File: src/rtl/mmu_pkg.sv
// mmu_pkg: shared helpers for the MMU datapath packers.
package mmu_pkg;
  function automatic int clog2(input int v);
    int r;
    r = 0;
    while ((1 << r) < v) r++;
    return r;
  endfunction
  function automatic int unsigned sanitise_ratio(input int unsigned r, input int unsigned p_max);
    return (r == 0 || r > p_max) ? p_max : r;
  endfunction
  function automatic logic lane_used(input int unsigned k, input int unsigned n);
    return k < n;
  endfunction
endpackage

File: src/rtl/s2p_lane_acc.sv
// s2p_lane_acc: lane accumulator with shift (rev) or indexed (fwd) beat insertion.
module s2p_lane_acc
  import mmu_pkg::*;
#(
  parameter int P_MAX   = 4,
  parameter int DATA_IN = 8,
  parameter int CW      = clog2(P_MAX + 1)
) (
  input  logic                              clk,
  input  logic                              rst,
  input  logic                              accept,
  input  logic                              rev,
  input  logic                              clear,
  input  logic [CW-1:0]                     ratio_eff,
  input  logic [DATA_IN-1:0]                data_in,
  output logic [CW-1:0]                     cnt,
  output logic                              last,
  output logic [P_MAX-1:0][DATA_IN-1:0]     word,
  output logic [CW-1:0]                     word_cnt
);
  logic [P_MAX-1:0][DATA_IN-1:0] acc_q, acc_d, fwd, ins, src;
  logic [CW-1:0] cnt_q, cnt_d;
  logic done;
  assign cnt = cnt_q;
  always_comb begin
    for (int k = 0; k < P_MAX; k++) fwd[k] = (CW'(k) == cnt_q) ? data_in : acc_q[k];
    ins = rev ? {acc_q[P_MAX-2:0], data_in} : fwd;
    last = cnt_q == ratio_eff - 1'b1;
    done = accept & last;
    word_cnt = accept ? ratio_eff : cnt_q;
    src = accept ? ins : acc_q;
    // Lanes past the word length are forced to zero so partial words stay clean.
    for (int k = 0; k < P_MAX; k++) word[k] = lane_used(unsigned'(k), 32'(word_cnt)) ? src[k] : '0;
    acc_d = (done | clear) ? '0 : accept ? ins : acc_q;
    cnt_d = (done | clear) ? '0 : accept ? cnt_q + 1'b1 : cnt_q;
  end
  always_ff @(posedge clk or posedge rst) begin
    if (rst) begin
      acc_q <= '0;
      cnt_q <= '0;
    end else begin
      acc_q <= acc_d;
      cnt_q <= cnt_d;
    end
  end
endmodule

File: src/rtl/s2p_gen.sv
// s2p_gen: run-time ratio serial-to-parallel packer with valid/ready output and flush.
module s2p_gen
  import mmu_pkg::*;
#(
  parameter int P_MAX   = 4,
  parameter int DATA_IN = 8,
  parameter int CW      = clog2(P_MAX + 1)
) (
  input  logic                       clk,
  input  logic                       rst,
  input  logic                       in_valid,
  output logic                       in_ready,
  input  logic [DATA_IN-1:0]         data_in,
  input  logic [CW-1:0]              ratio,
  input  logic                       rev,
  input  logic                       flush,
  output logic                       out_valid,
  input  logic                       out_ready,
  output logic [P_MAX*DATA_IN-1:0]   data_out,
  output logic [CW-1:0]              out_cnt
);
  logic [CW-1:0] ratio_l_q, ratio_l_d, out_cnt_q, out_cnt_d;
  logic rev_l_q, rev_l_d, flush_pend_q, flush_pend_d, out_valid_q, out_valid_d;
  logic [P_MAX*DATA_IN-1:0] data_out_q, data_out_d;
  logic [CW-1:0] cnt, ratio_in, ratio_eff, word_cnt;
  logic [P_MAX-1:0][DATA_IN-1:0] word;
  logic rev_eff, slot_free, accept, last, do_flush, load;
  s2p_lane_acc #(.P_MAX(P_MAX), .DATA_IN(DATA_IN), .CW(CW)) u_acc (
    .clk(clk), .rst(rst), .accept(accept), .rev(rev_eff), .clear(do_flush),
    .ratio_eff(ratio_eff), .data_in(data_in), .cnt(cnt), .last(last),
    .word(word), .word_cnt(word_cnt)
  );
  always_comb begin
    ratio_in = CW'(sanitise_ratio(32'(ratio), P_MAX));
    ratio_eff = (cnt != '0) ? ratio_l_q : ratio_in;
    rev_eff = (cnt != '0) ? rev_l_q : rev;
    slot_free = !out_valid_q | out_ready;
    // Mid-word beats never need the output slot; only the completing beat does.
    in_ready = !flush_pend_q & ((({1'b0, cnt} + 1'b1) < {1'b0, ratio_eff}) | slot_free);
    accept = in_valid & in_ready;
    do_flush = flush_pend_q & slot_free;
    load = (accept & last) | (do_flush & (cnt != '0));
    ratio_l_d = (accept & (cnt == '0)) ? ratio_in : ratio_l_q;
    rev_l_d = (accept & (cnt == '0)) ? rev : rev_l_q;
    flush_pend_d = do_flush ? 1'b0 : (flush_pend_q | flush);
    out_valid_d = load | (out_valid_q & !out_ready);
    data_out_d = load ? word : data_out_q;
    out_cnt_d = load ? word_cnt : out_cnt_q;
  end
  always_ff @(posedge clk or posedge rst) begin
    if (rst) begin
      ratio_l_q <= '0;
      rev_l_q <= 1'b0;
      flush_pend_q <= 1'b0;
      out_valid_q <= 1'b0;
      data_out_q <= '0;
      out_cnt_q <= '0;
    end else begin
      ratio_l_q <= ratio_l_d;
      rev_l_q <= rev_l_d;
      flush_pend_q <= flush_pend_d;
      out_valid_q <= out_valid_d;
      data_out_q <= data_out_d;
      out_cnt_q <= out_cnt_d;
    end
  end
  assign out_valid = out_valid_q;
  assign data_out = data_out_q;
  assign out_cnt = out_cnt_q;
endmodule

File: config.mk
export PLATFORM = sky130hd
export DESIGN_NAME = s2p_gen
export DESIGN_NICKNAME = d
export VERILOG_FILES = /design/src/rtl/mmu_pkg.sv /design/src/rtl/s2p_lane_acc.sv /design/src/rtl/s2p_gen.sv
export SDC_FILE = /design/constraint.sdc
export NUM_CORES = 1
export LEC_CHECK = 0
export CORE_MARGIN = 1.5
export CORE_UTILIZATION = 50
export CTS_CLUSTER_SIZE = 25
export DETAILED_ROUTE_END_ITERATION = 7
export PLACE_DENSITY = 0.77
export SLEW_MARGIN = 20
export SYNTH_ARGS = -nofsm -noshare
export SYNTH_HDL_FRONTEND = slang
export SYNTH_SLANG_ARGS = --single-unit
File: constraint.sdc
create_clock -name clk -period 3.28 [get_ports clk]
set_clock_uncertainty 0.05 [all_clocks]
set_input_delay 0.492 -clock clk [delete_from_list [all_inputs] [get_ports clk]]
set_output_delay 0.492 -clock clk [all_outputs]
set_load 0.05 [all_outputs]
# Yosys cells after proc, flatten, opt, wreduce, memory -nomap -nowiden
# Cells that the tools add are included.
# word_totals
ff_bits,76
in_bits,17
out_inout_bits,37
wordCells,63
# op_classes
n_addsub,3
magnitude_cmp,6
n_eq_ne,4
muxes,18
bitwise_logic,13
reduce_logical,8
# op_table
operator,count
$mux 32,3
$mux 8,8
$mux 3,5
$and 1x1->1,7
$eq 2x3->1 const A,2
$logic_not 3->1,2
$lt 1x3->1 const A,2
$lt 2x3->1 const A,2
$or 1x1->1,6
$add 3x1->4 const B,1
$lt 4x3->1,1
$add 3x1->3 const B,1
$eq 1x3->1 const A,1
$eq 3x3->1,1
$gt 3x3->1 const B,1
$logic_not 1->1,3
$reduce_bool 3->1,1
$sub 3x1->3 const B,1
$mux 1,2
$reduce_bool 2->1,1
$logic_or 1x1->1,1

# Depth between registers and ports, before layout
# depth
ltp_word,11
depth_mapped,14
ltp_nobuf,11

# Hierarchy
# From an unflattened synthesis, not the netlist that was laid out.
# hier_totals
cells_unflattened,404
area_unflattened_um2,4235.3
# modules_own_cells
mod,n_inst,cells_each,area_each_um2
s2p_lane_acc,1,270,2401.1
s2p_gen,1,134,1834.3

# Least setup slack after synthesis
# OpenSTA, ideal clock, no wires.
# synth_timing
path_kind,register to output
startpoint,register u_acc.cnt_q[1] (netlist: u_acc.cnt[1])
endpoint,output in_ready
arrival_ns,3.097
slack_ns,-0.359
stages_incl_launch_ff,11
n_path_buf,1
cell_sequence,dfrtp_1 -> inv_1 -> ha_1 -> nor2b_1 -> buf_2 -> mux2i_1 -> ha_1 -> nor2b_1 -> o21ai_1 -> a21oi_1 -> nor2_1
# synth_via
elab_chain_len,5
word_cells_on_any_way,6
# synth_rtl
element,line,text
"start, declared",s2p_lane_acc.sv:22,"logic [CW-1:0] cnt_q, cnt_d;"
"start signal, assigned",s2p_lane_acc.sv:43,cnt_q <= cnt_d;
branches (longest 2 deep; another with $add 3x1->4),n/a,
$lt 4x3->1 *,s2p_gen.sv:39,"in_ready = !flush_pend_q & ((({1'b0, cnt} + 1'b1) < {1'b0, ratio_eff}) | slot_free);"
$or 1x1->1 *,s2p_gen.sv:39,
$and 1x1->1 *,s2p_gen.sv:39,
"end, declared",s2p_gen.sv:12,"output logic in_ready,"
# Every way passes the cells marked *.

# Worst setup path in the final report
# layout_timing
startpoint,register u_acc.cnt_q[0] (netlist: u_acc.cnt[0])
endpoint,register data_out_q[13] (netlist: data_out[13])
# layout_via
elab_chain_len,9
word_cells_on_any_way,20
# layout_rtl
element,line,text
branches (longest 9 deep; another with $add 3x1->4),n/a,
"end signal, assigned",s2p_gen.sv:63,data_out_q <= data_out_d;
"end, declared",s2p_gen.sv:24,"logic [P_MAX*DATA_IN-1:0] data_out_q, data_out_d;"
# Parallel ways; which one is timed is not known.
# A chain may end at the register's enable or synchronous reset.

==> flow_summary.ini <==
[outcome]
status = finished, final reports clean

[logic_synthesis]
synth_top_area_frac = 0.472
synth_async_sr_flop_share = 1.00
synth_area_leaders = dfrtp_1 (47%), mux2i_1 (4.0%), nor2_1 (3.7%)
yosysUniqueCellTypes = 53
syn_area_um2 = 4030
yosysSeqAreaShare = 0.472
yosysWarnings = 0
yosys_most_used_dff = dfrtp_1
ys_ff_latch = 76
avgSynthCellArea_um2 = 10.1
syn_inst = 400
synth_area_leader_cell = dfrtp_1
ys_top_cells_by_count = dfrtp_1 (76), nor2_1 (40), nand2_1 (30)
synth.most_common_cell = dfrtp_1
synth-edff-count = 0
syn_nets = 427

[die]
core-area_um2 = 7770
die_h_um = 92.8
io_pins = 54
rows = 32
start_util = 0.519
dieWidth_um = 92.8
dieArea_um2 = 8610

[grt]
antenna_found_initial = 0
grt_pass1_wl_um = 18400
grt_pass1_vias = 3633
track_usage = 0.278
overflow = 0
grt_max_degree = 77

[placed_design]
dp.cells = 574
placed_area_um2 = 4970
gp_congestion = 0.866
portBuffers = 53
hpwlAfterDp_um = 7840
dp_slack_ps = -558

[sta]
max_slew_margin = 0.277
fin_tns_setup_ps = 0
finalSetupViolCount = 0
hold_viol = 0
finalCritPeriodShare = 0.975
finalMaxSlewViolations = 0
setup_slack_ps = 80.7
tightest_slew_ps = 1080
holdWs_ps = 444
period_minus_slack_ps = 3200
max_freq_mhz = 313

[cts]
cts_buffers = 9
path_clk_slew_ps = 80
numClockSinks = 76
cts_root_buf = clkbuf_8
clk_path_buf_depth = 2
cts_tree = done
clk_latency_ps = 360
htree_levels = 3

[job]
maxCapViolCount = 0

[detailed_routing]
drc = 0
post_drt_wl_per_cell_um = 19.5
drt-met1-wl_um = 5000
wirelength_um = 11500
drt_iter0_markers = 293
viasPerCell = 6.23
topRoutingLayerUsed = met4
dr_wl_met2_um = 5630
met3_length_um = 645
vias = 3696
ant_nets = 0
first_pass_iters = 5

[finish]
layout.nets = 514
final_util = 0.689
fin_area_um2 = 5350
final_cells = 593
syn2layout_area_growth_pct = 32.8
n_antenna_cell = 0
fillers = 580
drive_above_1_share = 0.206

[worst_setup_path]
required_ps = 3490
worst-path-max-fanout = 8
path_class = register to register
cp-start-kind = register
end_kind = register
cp_data_arrival_time_ps = 3410

[pwr]
powerDensity_nw_per_um2 = 1120
cellLeakagePower_nw = 2.33
total_power_mw = 6.01
peakVddDrop_mv = 0.539

[min_path]
hold_path_class = register to register
[where the power goes]
| part | switching, mW | leakage (nW) | total (mW) | internal [mW] |
|---|---|---|---|---|
| logic | 2.23 | 1.21 | 3.75 | 1.52 |
| clock network | 0.358 | 0.105 | 0.746 | 0.388 |
| registers | 0.231 | 1.01 | 1.51 | 1.28 |
| total | 2.82 | 2.33 | 6.01 | 3.19 |
[cells in the final DEF (no fill, tap or decap), drive strengths merged, types with 2 or more instances in the layout]
cell            n
o31a            2
clkbuf         11
mux2i          16
o22a           15
a31oi           2
a21oi          22
inv            19
ha             10
clkdlybuf4s50  50
a22o            8
a21o            4
o32ai          15
dfrtp          76
clkinv          4
nor2b           6
and2            3
nor3           11
and3            2
o2bb2ai         9
o21ai          11
nor2           41
mux2            6
buf            50
nor3b           2
nand2b          3
o31ai          16
nand2          30
dlymetal6s2s    2
a211oi          9
o211ai         17
nand3           3
[layer usage]
layer | GRT usage | up-vias
met5 | 0 | -
met4 | 0.124 | 0
met3 | 0.0419 | 26
met2 | 0.455 | 166
met1 | 0.363 | 1833
li1 | - | 1671
[what timing repair did]
item / 4_1_cts / 5_1_grt
resized for setup: 9 / 22
setup buffers: 3 / 1
endpoints found under the setup margin: 74 / 73
hold buffers: 0 / 0
pin swaps: 5 / 7
[sequential cells by signal, summed over array words and instances (netlist names)]
| name | count |
|---|---|
| rev_l_q | 1 |
| out_cnt | 3 |
| out_valid | 1 |
| u_acc.acc_q | 32 |
| flush_pend_q | 1 |
| ratio_l_q | 3 |
| data_out | 32 |
| u_acc.cnt | 3 |
[critical path, stage by stage, from the launching register on]
cell and delay (ps):
dfrtp_1 380, inv_1 90, ha_2 190, nor2b_4 180, buf_4 140, mux2i_4 270, ha_1 280, nor2b_4 140
o211a_1 230, or3_4 390, o31a_4 430, o32ai_1 310
[path summary, 6_finish.rpt]
check	startpoint	end	slack, ps	depth (start not counted)
worst max register to register	u_acc.cnt[0]	data_out[13]	80	11
worst max-delay path	u_acc.cnt[0]	data_out[13]	80	11
worst min register to register	out_cnt[0]	out_cnt[0]	440	1
max in group asynchronous	rst	u_acc.acc_q[30]	2350	3
worst min-delay path	out_cnt[0]	out_cnt[0]	440	1
min in group asynchronous	rst	data_out[15]	460	3
[cells by family after synthesis]
kind of cell               Yosys count  synth area share
DFF                                 76             0.472
adders and majority gates           10            0.0310
muxes                               22            0.0565
and+or+nand+nor                    108             0.129
AOI/OAI and AO/OA                  136             0.256
xor gates and xnor gates             2           0.00435
buffers and inverters               46            0.0518
[area by class of cell]
class	count	area, µm²	share of cell area
multi-input combinational	278	2070	0.387
tap	102	128	0.0238
inverter	20	75.1	0.0140
clock inverter	4	48.8	0.00912
timing repair buffer	102	975	0.182
sequential	76	1900	0.355
clock buffer	11	151	0.0283
No activity file was read; power rests on OpenSTA's default activity.
